### src/rtl/mac_stop_mem_stream_if.sv
// mac_stop_mem_stream_if
// Groups the data-path ports of mac_stop_mem_stream so that they travel as
// one bundle.
//   A port : a_we, a_re, a_row, a_col, a_wdata -> a_rdata, a_rvalid
//   B port : b_we, b_re, b_row, b_col, b_wdata -> b_rdata, b_rvalid
//   C port : c_we, c_re, c_acc, c_row, c_col, c_wdata -> c_rdata, c_rvalid
//   Loader : ld_start, ld_sel, ld_valid, ld_data -> ld_ready, ld_done
//   Clear  : clr_start -> clr_busy
//   Status : err (sticky conflict flag)
// The slave modport is used by the memory block. The master modport is used
// by whoever drives it.
interface mac_stop_mem_stream_if #(
  parameter int M = 4,
  parameter int K = 4,
  parameter int N = 4,
  parameter int DATA_WIDTH_INIT_MATRIX = 32,
  parameter int DATA_WIDTH_RESULT_MATRIX = 2 * DATA_WIDTH_INIT_MATRIX + $clog2(K)
);
  localparam int MW = (M > 1) ? $clog2(M) : 1;
  localparam int KW = (K > 1) ? $clog2(K) : 1;
  localparam int NW = (N > 1) ? $clog2(N) : 1;
  localparam int W  = DATA_WIDTH_INIT_MATRIX;
  localparam int R  = DATA_WIDTH_RESULT_MATRIX;

  logic          a_we, a_re;
  logic [MW-1:0] a_row;
  logic [KW-1:0] a_col;
  logic [W-1:0]  a_wdata, a_rdata;
  logic          a_rvalid;

  logic          b_we, b_re;
  logic [KW-1:0] b_row;
  logic [NW-1:0] b_col;
  logic [W-1:0]  b_wdata, b_rdata;
  logic          b_rvalid;

  logic          c_we, c_re, c_acc;
  logic [MW-1:0] c_row;
  logic [NW-1:0] c_col;
  logic [R-1:0]  c_wdata, c_rdata;
  logic          c_rvalid;

  logic          ld_start, ld_sel, ld_valid;
  logic [W-1:0]  ld_data;
  logic          ld_ready, ld_done;

  logic          clr_start, clr_busy;
  logic          err;

  modport slave (
    input  a_we, a_re, a_row, a_col, a_wdata,
    output a_rdata, a_rvalid,
    input  b_we, b_re, b_row, b_col, b_wdata,
    output b_rdata, b_rvalid,
    input  c_we, c_re, c_acc, c_row, c_col, c_wdata,
    output c_rdata, c_rvalid,
    input  ld_start, ld_sel, ld_valid, ld_data,
    output ld_ready, ld_done,
    input  clr_start,
    output clr_busy,
    output err
  );

  modport master (
    output a_we, a_re, a_row, a_col, a_wdata,
    input  a_rdata, a_rvalid,
    output b_we, b_re, b_row, b_col, b_wdata,
    input  b_rdata, b_rvalid,
    output c_we, c_re, c_acc, c_row, c_col, c_wdata,
    input  c_rdata, c_rvalid,
    output ld_start, ld_sel, ld_valid, ld_data,
    input  ld_ready, ld_done,
    output clr_start,
    input  clr_busy,
    input  err
  );
endinterface

### src/rtl/mac_stop_mem_stream.sv
// mac_stop_mem_stream
// This block holds the operand matrices A (MxK) and B (KxN) and the result
// matrix C (MxN). Each matrix has a random-access port with a registered
// read. A stream loader fills A or B in row-major order. A clear engine
// zeroes C. When an engine and a random write collide, the engine write is
// kept and the sticky err flag is set.
// Ports:
//   clk   : the only clock. All logic uses its rising edge.
//   reset : synchronous, active-high. It zeroes all storage and all outputs.
//   bus   : mac_stop_mem_stream_if.slave. It carries the A/B/C ports, the
//           loader, the clear engine and err.
// Optional feature: define MAC_STOP_MEM_FWD_EN to enable write-to-read
// forwarding. With it, a read of the element written in the same cycle
// returns the new value. Without it, the read returns the old value.
module mac_stop_mem_stream #(
  parameter int M = 4,
  parameter int K = 4,
  parameter int N = 4,
  parameter int DATA_WIDTH_INIT_MATRIX = 32,
  parameter int DATA_WIDTH_RESULT_MATRIX = 2 * DATA_WIDTH_INIT_MATRIX + $clog2(K)
) (
  input logic clk,
  input logic reset,
  mac_stop_mem_stream_if.slave bus
);
  localparam int MW = (M > 1) ? $clog2(M) : 1;
  localparam int KW = (K > 1) ? $clog2(K) : 1;
  localparam int NW = (N > 1) ? $clog2(N) : 1;
  localparam int RW = (MW > KW) ? MW : KW;
  localparam int CW = (KW > NW) ? KW : NW;
  localparam int W  = DATA_WIDTH_INIT_MATRIX;
  localparam int R  = DATA_WIDTH_RESULT_MATRIX;

`ifdef MAC_STOP_MEM_FWD_EN
  localparam bit FWD_EN = 1'b1;
`else
  localparam bit FWD_EN = 1'b0;
`endif

  typedef enum logic {L_IDLE, L_RUN} ld_state_t;
  typedef enum logic {C_IDLE, C_RUN} clr_state_t;

  logic [W-1:0] a_mem [M][K];
  logic [W-1:0] b_mem [K][N];
  logic [R-1:0] c_mem [M][N];

  ld_state_t     ld_state;
  logic          ld_sel_q;
  logic [RW-1:0] ld_row, ld_row_max;
  logic [CW-1:0] ld_col, ld_col_max;
  logic          ld_run, ld_beat, ld_last;

  clr_state_t    clr_state;
  logic [MW-1:0] clr_row;
  logic [NW-1:0] clr_col;
  logic          clr_run, clr_last;

  assign ld_run     = (ld_state == L_RUN);
  assign ld_beat    = ld_run && bus.ld_valid;
  // The geometry of the load depends on the matrix that was latched at start.
  assign ld_row_max = ld_sel_q ? RW'(K - 1) : RW'(M - 1);
  assign ld_col_max = ld_sel_q ? CW'(N - 1) : CW'(K - 1);
  assign ld_last    = (ld_row == ld_row_max) && (ld_col == ld_col_max);
  assign clr_run    = (clr_state == C_RUN);
  assign clr_last   = (clr_row == MW'(M - 1)) && (clr_col == NW'(N - 1));

  // A random write is locked out for the whole load of its matrix. This
  // holds even in cycles with no beat.
  logic a_locked, b_locked;
  assign a_locked = ld_run && !ld_sel_q;
  assign b_locked = ld_run && ld_sel_q;

  // Each matrix has one effective write port per cycle. An engine write,
  // when present, takes priority over a random write. A random write that
  // conflicts is dropped. Forwarding uses these same signals, so a read sees
  // exactly what is stored.
  logic          a_wen, b_wen, c_wen;
  logic [MW-1:0] a_wr, c_wr;
  logic [KW-1:0] a_wc, b_wr;
  logic [NW-1:0] b_wc, c_wc;
  logic [W-1:0]  a_wd, b_wd;
  logic [R-1:0]  c_wd;

  always_comb begin
    a_wen = 1'b0;
    a_wr  = bus.a_row;
    a_wc  = bus.a_col;
    a_wd  = bus.a_wdata;
    if (ld_beat && !ld_sel_q) begin
      a_wen = 1'b1;
      a_wr  = ld_row[MW-1:0];
      a_wc  = ld_col[KW-1:0];
      a_wd  = bus.ld_data;
    end else if (bus.a_we && !a_locked) begin
      a_wen = 1'b1;
    end
  end

  always_comb begin
    b_wen = 1'b0;
    b_wr  = bus.b_row;
    b_wc  = bus.b_col;
    b_wd  = bus.b_wdata;
    if (ld_beat && ld_sel_q) begin
      b_wen = 1'b1;
      b_wr  = ld_row[KW-1:0];
      b_wc  = ld_col[NW-1:0];
      b_wd  = bus.ld_data;
    end else if (bus.b_we && !b_locked) begin
      b_wen = 1'b1;
    end
  end

  // An accumulate adds to the stored element and wraps modulo 2^R.
  always_comb begin
    c_wen = 1'b0;
    c_wr  = bus.c_row;
    c_wc  = bus.c_col;
    c_wd  = bus.c_acc ? (c_mem[bus.c_row][bus.c_col] + bus.c_wdata) : bus.c_wdata;
    if (clr_run) begin
      c_wen = 1'b1;
      c_wr  = clr_row;
      c_wc  = clr_col;
      c_wd  = '0;
    end else if (bus.c_we) begin
      c_wen = 1'b1;
    end
  end

  logic a_fwd, b_fwd, c_fwd;
  assign a_fwd = FWD_EN && a_wen && (a_wr == bus.a_row) && (a_wc == bus.a_col);
  assign b_fwd = FWD_EN && b_wen && (b_wr == bus.b_row) && (b_wc == bus.b_col);
  assign c_fwd = FWD_EN && c_wen && (c_wr == bus.c_row) && (c_wc == bus.c_col);

  // Storage arrays. Reset clears every element.
  always_ff @(posedge clk) begin
    if (reset) begin
      for (int r = 0; r < M; r++)
        for (int c = 0; c < K; c++)
          a_mem[r][c] <= '0;
      for (int r = 0; r < K; r++)
        for (int c = 0; c < N; c++)
          b_mem[r][c] <= '0;
      for (int r = 0; r < M; r++)
        for (int c = 0; c < N; c++)
          c_mem[r][c] <= '0;
    end else begin
      if (a_wen) a_mem[a_wr][a_wc] <= a_wd;
      if (b_wen) b_mem[b_wr][b_wc] <= b_wd;
      if (c_wen) c_mem[c_wr][c_wc] <= c_wd;
    end
  end

  // Registered read ports. rdata keeps its last value when no read is issued.
  always_ff @(posedge clk) begin
    if (reset) begin
      bus.a_rdata  <= '0;
      bus.b_rdata  <= '0;
      bus.c_rdata  <= '0;
      bus.a_rvalid <= 1'b0;
      bus.b_rvalid <= 1'b0;
      bus.c_rvalid <= 1'b0;
    end else begin
      bus.a_rvalid <= bus.a_re;
      bus.b_rvalid <= bus.b_re;
      bus.c_rvalid <= bus.c_re;
      if (bus.a_re) bus.a_rdata <= a_fwd ? a_wd : a_mem[bus.a_row][bus.a_col];
      if (bus.b_re) bus.b_rdata <= b_fwd ? b_wd : b_mem[bus.b_row][bus.b_col];
      if (bus.c_re) bus.c_rdata <= c_fwd ? c_wd : c_mem[bus.c_row][bus.c_col];
    end
  end

  // Stream loader. The counters walk the selected matrix in row-major order.
  // The last beat pulses ld_done and returns the loader to idle.
  always_ff @(posedge clk) begin
    if (reset) begin
      ld_state     <= L_IDLE;
      ld_sel_q     <= 1'b0;
      ld_row       <= '0;
      ld_col       <= '0;
      bus.ld_ready <= 1'b0;
      bus.ld_done  <= 1'b0;
    end else begin
      bus.ld_done <= 1'b0;
      case (ld_state)
        L_IDLE: begin
          if (bus.ld_start) begin
            ld_state     <= L_RUN;
            ld_sel_q     <= bus.ld_sel;
            ld_row       <= '0;
            ld_col       <= '0;
            bus.ld_ready <= 1'b1;
          end
        end
        L_RUN: begin
          if (ld_beat) begin
            if (ld_last) begin
              ld_state     <= L_IDLE;
              ld_row       <= '0;
              ld_col       <= '0;
              bus.ld_ready <= 1'b0;
              bus.ld_done  <= 1'b1;
            end else if (ld_col == ld_col_max) begin
              ld_col <= '0;
              ld_row <= ld_row + RW'(1);
            end else begin
              ld_col <= ld_col + CW'(1);
            end
          end
        end
        default: ld_state <= L_IDLE;
      endcase
    end
  end

  // Clear engine. It writes one zero per cycle across C, and clr_busy marks
  // every cycle that performs a write.
  always_ff @(posedge clk) begin
    if (reset) begin
      clr_state    <= C_IDLE;
      clr_row      <= '0;
      clr_col      <= '0;
      bus.clr_busy <= 1'b0;
    end else begin
      case (clr_state)
        C_IDLE: begin
          if (bus.clr_start) begin
            clr_state    <= C_RUN;
            clr_row      <= '0;
            clr_col      <= '0;
            bus.clr_busy <= 1'b1;
          end
        end
        C_RUN: begin
          if (clr_last) begin
            clr_state    <= C_IDLE;
            clr_row      <= '0;
            clr_col      <= '0;
            bus.clr_busy <= 1'b0;
          end else if (clr_col == NW'(N - 1)) begin
            clr_col <= '0;
            clr_row <= clr_row + MW'(1);
          end else begin
            clr_col <= clr_col + NW'(1);
          end
        end
        default: clr_state <= C_IDLE;
      endcase
    end
  end

  // err is sticky. Any dropped write or ignored start sets it, and only
  // reset clears it.
  always_ff @(posedge clk) begin
    if (reset) begin
      bus.err <= 1'b0;
    end else if ((bus.a_we && a_locked) || (bus.b_we && b_locked) ||
                 (bus.c_we && clr_run) || (bus.ld_start && ld_run) ||
                 (bus.clr_start && clr_run)) begin
      bus.err <= 1'b1;
    end
  end
endmodule

### src/flat_wrapper.sv
// flat-port wrapper written by rule: the top's interface ports become plain ports
module mac_stop_mem_stream_flat 
#(
  parameter int M = 4,
  parameter int K = 4,
  parameter int N = 4,
  parameter int DATA_WIDTH_INIT_MATRIX = 32,
  parameter int DATA_WIDTH_RESULT_MATRIX = 2 * DATA_WIDTH_INIT_MATRIX + $clog2(K)
)
  (clk, reset, bus_a_we, bus_a_re, bus_a_row, bus_a_col, bus_a_wdata, bus_a_rdata, bus_a_rvalid, bus_b_we, bus_b_re, bus_b_row, bus_b_col, bus_b_wdata, bus_b_rdata, bus_b_rvalid, bus_c_we, bus_c_re, bus_c_acc, bus_c_row, bus_c_col, bus_c_wdata, bus_c_rdata, bus_c_rvalid, bus_ld_start, bus_ld_sel, bus_ld_valid, bus_ld_data, bus_ld_ready, bus_ld_done, bus_clr_start, bus_clr_busy, bus_err);
  mac_stop_mem_stream_if #(.M(M), .K(K), .N(N), .DATA_WIDTH_INIT_MATRIX(DATA_WIDTH_INIT_MATRIX), .DATA_WIDTH_RESULT_MATRIX(DATA_WIDTH_RESULT_MATRIX)) bus_i ();
  input logic clk;
  input logic reset;
  input wire logic [$bits(bus_i.a_we)-1:0] bus_a_we;
  input wire logic [$bits(bus_i.a_re)-1:0] bus_a_re;
  input wire logic [$bits(bus_i.a_row)-1:0] bus_a_row;
  input wire logic [$bits(bus_i.a_col)-1:0] bus_a_col;
  input wire logic [$bits(bus_i.a_wdata)-1:0] bus_a_wdata;
  output wire logic [$bits(bus_i.a_rdata)-1:0] bus_a_rdata;
  output wire logic [$bits(bus_i.a_rvalid)-1:0] bus_a_rvalid;
  input wire logic [$bits(bus_i.b_we)-1:0] bus_b_we;
  input wire logic [$bits(bus_i.b_re)-1:0] bus_b_re;
  input wire logic [$bits(bus_i.b_row)-1:0] bus_b_row;
  input wire logic [$bits(bus_i.b_col)-1:0] bus_b_col;
  input wire logic [$bits(bus_i.b_wdata)-1:0] bus_b_wdata;
  output wire logic [$bits(bus_i.b_rdata)-1:0] bus_b_rdata;
  output wire logic [$bits(bus_i.b_rvalid)-1:0] bus_b_rvalid;
  input wire logic [$bits(bus_i.c_we)-1:0] bus_c_we;
  input wire logic [$bits(bus_i.c_re)-1:0] bus_c_re;
  input wire logic [$bits(bus_i.c_acc)-1:0] bus_c_acc;
  input wire logic [$bits(bus_i.c_row)-1:0] bus_c_row;
  input wire logic [$bits(bus_i.c_col)-1:0] bus_c_col;
  input wire logic [$bits(bus_i.c_wdata)-1:0] bus_c_wdata;
  output wire logic [$bits(bus_i.c_rdata)-1:0] bus_c_rdata;
  output wire logic [$bits(bus_i.c_rvalid)-1:0] bus_c_rvalid;
  input wire logic [$bits(bus_i.ld_start)-1:0] bus_ld_start;
  input wire logic [$bits(bus_i.ld_sel)-1:0] bus_ld_sel;
  input wire logic [$bits(bus_i.ld_valid)-1:0] bus_ld_valid;
  input wire logic [$bits(bus_i.ld_data)-1:0] bus_ld_data;
  output wire logic [$bits(bus_i.ld_ready)-1:0] bus_ld_ready;
  output wire logic [$bits(bus_i.ld_done)-1:0] bus_ld_done;
  input wire logic [$bits(bus_i.clr_start)-1:0] bus_clr_start;
  output wire logic [$bits(bus_i.clr_busy)-1:0] bus_clr_busy;
  output wire logic [$bits(bus_i.err)-1:0] bus_err;
  assign bus_i.a_we = bus_a_we;
  assign bus_i.a_re = bus_a_re;
  assign bus_i.a_row = bus_a_row;
  assign bus_i.a_col = bus_a_col;
  assign bus_i.a_wdata = bus_a_wdata;
  assign bus_a_rdata = bus_i.a_rdata;
  assign bus_a_rvalid = bus_i.a_rvalid;
  assign bus_i.b_we = bus_b_we;
  assign bus_i.b_re = bus_b_re;
  assign bus_i.b_row = bus_b_row;
  assign bus_i.b_col = bus_b_col;
  assign bus_i.b_wdata = bus_b_wdata;
  assign bus_b_rdata = bus_i.b_rdata;
  assign bus_b_rvalid = bus_i.b_rvalid;
  assign bus_i.c_we = bus_c_we;
  assign bus_i.c_re = bus_c_re;
  assign bus_i.c_acc = bus_c_acc;
  assign bus_i.c_row = bus_c_row;
  assign bus_i.c_col = bus_c_col;
  assign bus_i.c_wdata = bus_c_wdata;
  assign bus_c_rdata = bus_i.c_rdata;
  assign bus_c_rvalid = bus_i.c_rvalid;
  assign bus_i.ld_start = bus_ld_start;
  assign bus_i.ld_sel = bus_ld_sel;
  assign bus_i.ld_valid = bus_ld_valid;
  assign bus_i.ld_data = bus_ld_data;
  assign bus_ld_ready = bus_i.ld_ready;
  assign bus_ld_done = bus_i.ld_done;
  assign bus_i.clr_start = bus_clr_start;
  assign bus_clr_busy = bus_i.clr_busy;
  assign bus_err = bus_i.err;
  mac_stop_mem_stream #(.M(M), .K(K), .N(N), .DATA_WIDTH_INIT_MATRIX(DATA_WIDTH_INIT_MATRIX), .DATA_WIDTH_RESULT_MATRIX(DATA_WIDTH_RESULT_MATRIX)) u_core (.clk(clk), .reset(reset), .bus(bus_i));
endmodule
### config.mk
export PLATFORM = sky130hd
export DESIGN_NAME = mac_stop_mem_stream_flat
export DESIGN_NICKNAME = d
export VERILOG_FILES = /design/src/rtl/mac_stop_mem_stream_if.sv /design/src/rtl/mac_stop_mem_stream.sv /design/src/flat_wrapper.sv
export SDC_FILE = /design/constraint.sdc
export NUM_CORES = 2
export LEC_CHECK = 0
export BUFFER_PORTS_ARGS = -buffer_cell sky130_fd_sc_hd__clkbuf_2
export CORE_ASPECT_RATIO = 0.6
export CORE_MARGIN = 3
export CORE_UTILIZATION = 50
export CTS_BUF_LIST = sky130_fd_sc_hd__clkbuf_4
export CTS_CLUSTER_SIZE = 28
export DETAILED_ROUTE_END_ITERATION = 10
export HOLD_SLACK_MARGIN = 0.08
export PLACE_DENSITY = 0.69
export RECOVER_POWER = 50
export SLEW_MARGIN = 0
export SYNTH_ARGS = -nofsm -noshare
export SYNTH_HDL_FRONTEND = slang
export SYNTH_SLANG_ARGS = --single-unit
### constraint.sdc
create_clock -name clk -period 5.9 [get_ports clk]
set_clock_uncertainty 0.05 [all_clocks]
set_input_delay 0.885 -clock clk [delete_from_list [all_inputs] [get_ports clk]]
set_output_delay 0.885 -clock clk [all_outputs]
set_load 0.02 [all_outputs]
=== Yosys cells after proc, flatten, opt, wreduce, memory -nomap -nowiden ===
Memories as Yosys holds them, arrays and structs flattened.
Index checks and enable logic that the tools add are counted.

* Flip-flop bits (word level): 148
* Bits in writable memories: 2080
* Input port bits: 187
* Output and inout port bits: 137
* Word-level logic and storage cells: 170
* Memories: 3

{| class="wikitable"
|+ Memories
! memory !! words !! bits a word !! rd ports !! clocked after memory_dff !! wr ports !! line !! source
|-
| u_core.c_mem || 4 || 264 || 1 || 0 || 4 || mac_stop_mem_stream.sv:45 || <nowiki>logic [R-1:0] c_mem [M][N];</nowiki>
|-
| u_core.a_mem || 4 || 128 || 1 || 0 || 4 || mac_stop_mem_stream.sv:43 || <nowiki>logic [W-1:0] a_mem [M][K];</nowiki>
|-
| u_core.b_mem || 4 || 128 || 1 || 0 || 4 || mac_stop_mem_stream.sv:44 || <nowiki>logic [W-1:0] b_mem [K][N];</nowiki>
|}

* Add/sub/neg operators: 5
* $lt $le $gt $ge: 9
* Equality and inequality tests: 11
* Muxes and demuxes: 82
* Bitwise logic cells: 9
* Reduce and logical (&&, ||, !) cells: 34

{| class="wikitable"
|+ Operator list
! cell !! count
|-
| $mux 264 || 3
|-
| $mux 128 || 6
|-
| $mux 66 || 5
|-
| $reduce_or 264->1 || 1
|-
| $mux 32 || 8
|-
| $reduce_or 128->1 || 2
|-
| $bmux 66 s2 || 1
|-
| $demux 66 s2 || 1
|-
| $bmux 32 s2 || 2
|-
| $demux 32 s2 || 2
|-
| $add 66x66->66 || 1
|-
| $mux 2 || 21
|-
| $mux 1 || 25
|-
| $ge 3x3->1 const B || 6
|-
| $not 2->3 || 6
|-
| $logic_and 1x1->1 || 17
|-
| $pmux 2 s2 || 4
|-
| $ne 2x2->1 const B || 5
|-
| $lt 3x1->1 const B || 3
|-
| $add 2x1->2 const B || 4
|-
| $eq 2x2->1 const B || 4
|-
| $pmux 1 s2 || 4
|-
| $reduce_and 2->1 || 4
|-
| $ne 3x3->1 const B || 2
|-
| 5 further kinds || 13
|}

=== Logic depth before layout (Yosys ltp) ===
* Depth after elaboration: 11
* Mapped depth: 20
* Gate-level depth less buffers: 16

=== Worst setup path before layout ===
OpenSTA, ideal clock, no wires.

* Path type: input port to flip-flop
* Start: input bus_c_row[0]
* End: memory u_core.c_mem[3][126] (netlist name), data pin
* Library setup time: 0.269 ns
* Arrival: 5.724 ns
* Required time: 5.581 ns
* Setup slack: -0.143 ns
* Stages: 19
* Buffers on the path: 5
* Cells stage by stage: clkbuf_1 > buf_2 > buf_1 > mux4_2 > mux4_2 > ha_1 > buf_2 > and3_4 > a31oi_4 > o21ai_2 > a2111oi_4 > a21oi_2 > a211o_2 > a31oi_4 > o21bai_1 > xnor2_1 > a22oi_2 > buf_2 > nor2_1

{| class="wikitable"
|+ RTL lines
! item !! line !! source
|-
| start: declaration || flat_wrapper.sv:31 || <nowiki>input wire logic [$bits(bus_i.c_row)-1:0] bus_c_row;</nowiki>
|-
| end: declaration || mac_stop_mem_stream.sv:45 ||
|}

==> flow_summary_export.csv <==
group,metric,value,unit
status,run_status,"complete, but fails checks",
status,failing_checks,"max-capacitance violations, max-slew violations",
sta,timing.final.setup_violations,0,
floorplanning,placement_rows,125,
clocking,clock_buffers_created_by_tritoncts,540,
route,route.vias.total,66013,
yosys,post_synth_xor_area_fraction,0.5397,%
power_and_ir_drop,pwr-share-comb,13.4,%
yosys,simple_gate_fraction_of_synth_area,10.55,%
critical_path,path_max_fanout,64,
route,post_drt_via_cell_ratio,6.271,
placed_design,place_area,105600,µm²
floorplanning,initial_cell_density_of_the_core,50.68,%
grt,grt.total_usage,30.89,%
yosys,seq_area_frac_synth,66.24,%
critical_path,worst_setup_path_start_kind,"primary input",
yosys,netlist_top_cells_area,"sky130_fd_sc_hd__edfxtp_1, sky130_fd_sc_hd__mux4_2, sky130_fd_sc_hd__nor2_1, sky130_fd_sc_hd__dfxtp_1, sky130_fd_sc_hd__mux2i_1",
sta,layout_worst_path_cycle_share,93.93,%
sta,measured_slew_at_the_worst_slew_check_pin,3.517,ns
grt,antenna_found_initial,9,
finish,fill_cells,15436,
route,drt_pre_antenna_iters,7,
sta,finalWorstPathRequiredPeriod,5.542,ns
yosys,adder_and_majority_gate_portion_of_the_synthesized_area,0.8944,%
floorplanning,io_pins,324,
route,drc,0,
clocking,post-cts-setup-buffers,0,
sta,hold_ws,0.2004,ns
critical_path,cp_data_required_time,6.75,ns
yosys,post-synth-top-area-fraction,63.24,%
clocking,cts_tree,"yes",
yosys,synth_area_leader,"sky130_fd_sc_hd__edfxtp_1",
yosys,ys_async_sr_fraction,0,%
sta,hold_viol_final,0,
yosys,synth_top_flop_cell,"sky130_fd_sc_hd__edfxtp_1",
critical_path,critPathKind,"primary input to register",
sta,fmax,180.4,MHz
sta,rsz0062_at_grt,"false",
power_and_ir_drop,power_leakage,41.44,nW
critical_path,r2r-start,"u_core.clr_run",
flow_run,maxCapViolCount,53,
sta,worst_slew_margin_rel,-134.5,%
power_and_ir_drop,power_density,320.7,nW/µm²
yosys,synth_most_common_cell,"sky130_fd_sc_hd__nor2_1",
yosys,synth_top_family_by_area,"multiplexers",
yosys,post_synth_inst_count,6763,
min_path,min-delay-start,"bus_ld_data[25]",
clocking,clk_pin_slew_worst_paths,0.06,ns
finish,finalCoreUtilization,57.67,%
floorplanning,fp.dieW,579.8,µm
floorplanning,die_outline_height,350.3,µm
route,wl_per_cell,30.10,µm
grt,grt_start_max_net_pins,105,
power_and_ir_drop,internal_power,26.28,mW
clocking,ctsRootBufferMaster,"sky130_fd_sc_hd__clkbuf_4",
finish,area_growth_syn_to_layout,13.78,%
clocking,clock_sinks,2228,
finish,proportion_of_layout_cells_with_a_drive_suffix_above_1,27.64,%
route,finalWirelength,316800,µm
placed_design,place.gp.congestion,0.9728,
finish,finalInstanceArea,112400,µm²
sta,fin_max_slew_vios,1698,
power_and_ir_drop,power_switching_share,27.10,%
min_path,hold_class,"primary input to register",
yosys,yosys.cell_types.count,81,
power_and_ir_drop,clock_power_share,36.1,%
power_and_ir_drop,worst_ir_drop_vdd,0.2308,mV
grt,grt_first_pass_wirelength,453300,µm
yosys,yosysWarnings,0,
yosys,mappedNetlistNets,7020,
placed_design,io_buffer_count,323,
yosys,edff_count_synth,2080,
power_and_ir_drop,total_switching_power,9.768,mW
grt,vias_in_the_first_global_route,65233,
route,ant_nets,0,
power_and_ir_drop,share_of_power_burned_in_registers,50.4,%
floorplanning,dieArea,203100,µm²
grt,grt_overflow_total,0,
clocking,clockBufferDepth,4,
finish,sequential_cell_area_in_the_final_layout,65420,µm²
finish,finalNetCount,7782,
yosys,yosys-mux-area-fraction,17.28,%
yosys,yosys_register_bits,2228,
critical_path,crit_path_start,"reset",
power_and_ir_drop,report.power.total,36.04,mW
route,first_iter_violations,10757,
yosys,synth_common_cells,"sky130_fd_sc_hd__nor2_1, sky130_fd_sc_hd__edfxtp_1, sky130_fd_sc_hd__mux4_2, sky130_fd_sc_hd__clkbuf_1, sky130_fd_sc_hd__mux2i_1",
floorplanning,core_area,194900,µm²
critical_path,critical_path_arrival,6.39,ns
yosys,area_fraction_in_compound_gates_after_synthesis,2.150,%
placed_design,hpwl,186500,µm
clocking,insertion_delay,1.31,ns
critical_path,worstSetupEndpointType,"register",
yosys,synth_area_per_cell,14.60,µm²
clocking,clock_tree.htree_level_count,6,
yosys,mapped_cell_area,98770,µm²
finish,multi_input_comb_area,31250,µm²
-- per-stage QoR --
stage	setup slack (ns)	instances	setup TNS [ns]
after floorplan	0.05892	6763	0
after global placement	-0.03423	9525	-0.3957
after detailed placement	-0.1247	9525	-1.869
after CTS	0.9158	10519	0
after global routing	0.3865	10525	0
final	0.3582	10526	0
-- flip-flops by register name (all words and copies together), names as in the netlist --
name and count:
u_core.a_mem 512, u_core.b_mem 512, u_core.bus.a_rdata 32, u_core.bus.a_rvalid 1, u_core.bus.b_rdata 32, u_core.bus.b_rvalid 1, u_core.bus.c_rdata 66, u_core.bus.c_rvalid 1
u_core.bus.clr_busy 1, u_core.bus.err 1, u_core.bus.ld_done 1, u_core.bus.ld_ready 1, u_core.c_mem 1056, u_core.clr_col 2, u_core.clr_row 2, u_core.clr_run 1
u_core.ld_col 2, u_core.ld_row 2, u_core.ld_run 1, u_core.ld_sel_q 1
-- cell type report --
class	count	share of cell area, %
antenna	7	0.01559
clock buffer	792	5.291
clock inverter	141	0.7693
inverter	25	0.08350
multi-input combinational	3941	27.81
sequential	2228	58.22
tap	2603	2.898
timing repair buffer	789	4.919
-- cell usage in the layout, fill, tap and decap left out, drive strengths merged, types with 13 or more instances in the layout --
cell type    count
dlygate4sd3     61
mux4           650
ha              69
a22oi           22
dfxtp          148
nand2b          67
a21o            36
nand4           29
o21bai          14
inv             45
mux2i          217
buf            351
o21ai           56
clkbuf        1169
a21oi           96
xor2            20
clkinvlp        13
nor2b           18
mux2            21
nand3           33
nand2          147
xnor2           40
nor2          2273
clkinv          99
edfxtp        2080
-- power groups by stage --
| stage | combinational (mW) | clock (mW) | sequential (mW) |
|---|---|---|---|
| after global routing | 5.07 | 14.0 | 18.2 |
| after detailed placement | 4.74 | 0 | 18.5 |
| final | 4.85 | 13.0 | 18.2 |
| after floorplan | 2.73 | 0 | 18.5 |
| after global placement | 4.70 | 0 | 18.5 |
| after CTS | 4.79 | 13.2 | 18.2 |
-- final timing paths --
check	end	slack (ns)	cells past startpoint
min	u_core.b_mem[3][25]	0.20	4
max reg2reg	u_core.c_mem[1][154]	0.41	7
max	u_core.a_mem[3][20]	0.36	5
min reg2reg	u_core.bus.b_rdata[7]	0.44	2
-- routing by layer --
layer | up-vias | track usage, % | share of wire [%]
met1 | 33182 | 46.14 | 39
met4 | 6 | 9.093 | 2.8
met5 | - | 0 | 0.016
li1 | 26820 | - | -
met2 | 5343 | 43.86 | 43
met3 | 662 | 9.319 | 15
-- logic make-up after synthesis --
kind of cell / after synthesis
and+or+nand+nor: 2622
DFF: 2228
muxes: 888
buffers and inverters: 594
AOI/OAI and AO/OA: 301
adders and majority gates: 70
xor gates and xnor gates: 60
-- worst max-delay path, cell delays in order --
cell                            delay (ns)
sky130_fd_sc_hd__dlygate4sd3_1        0.54
sky130_fd_sc_hd__clkbuf_8             0.51
sky130_fd_sc_hd__clkbuf_1             2.17
sky130_fd_sc_hd__nand2b_1             1.74
sky130_fd_sc_hd__buf_4                0.44
-- what timing repair did --
item                                   in CTS  in global routing
hold buffers                               61                  0
endpoints found under the hold margin     443                  0
resized for setup                           0                  0
Power figures use the tool's default switching activity.
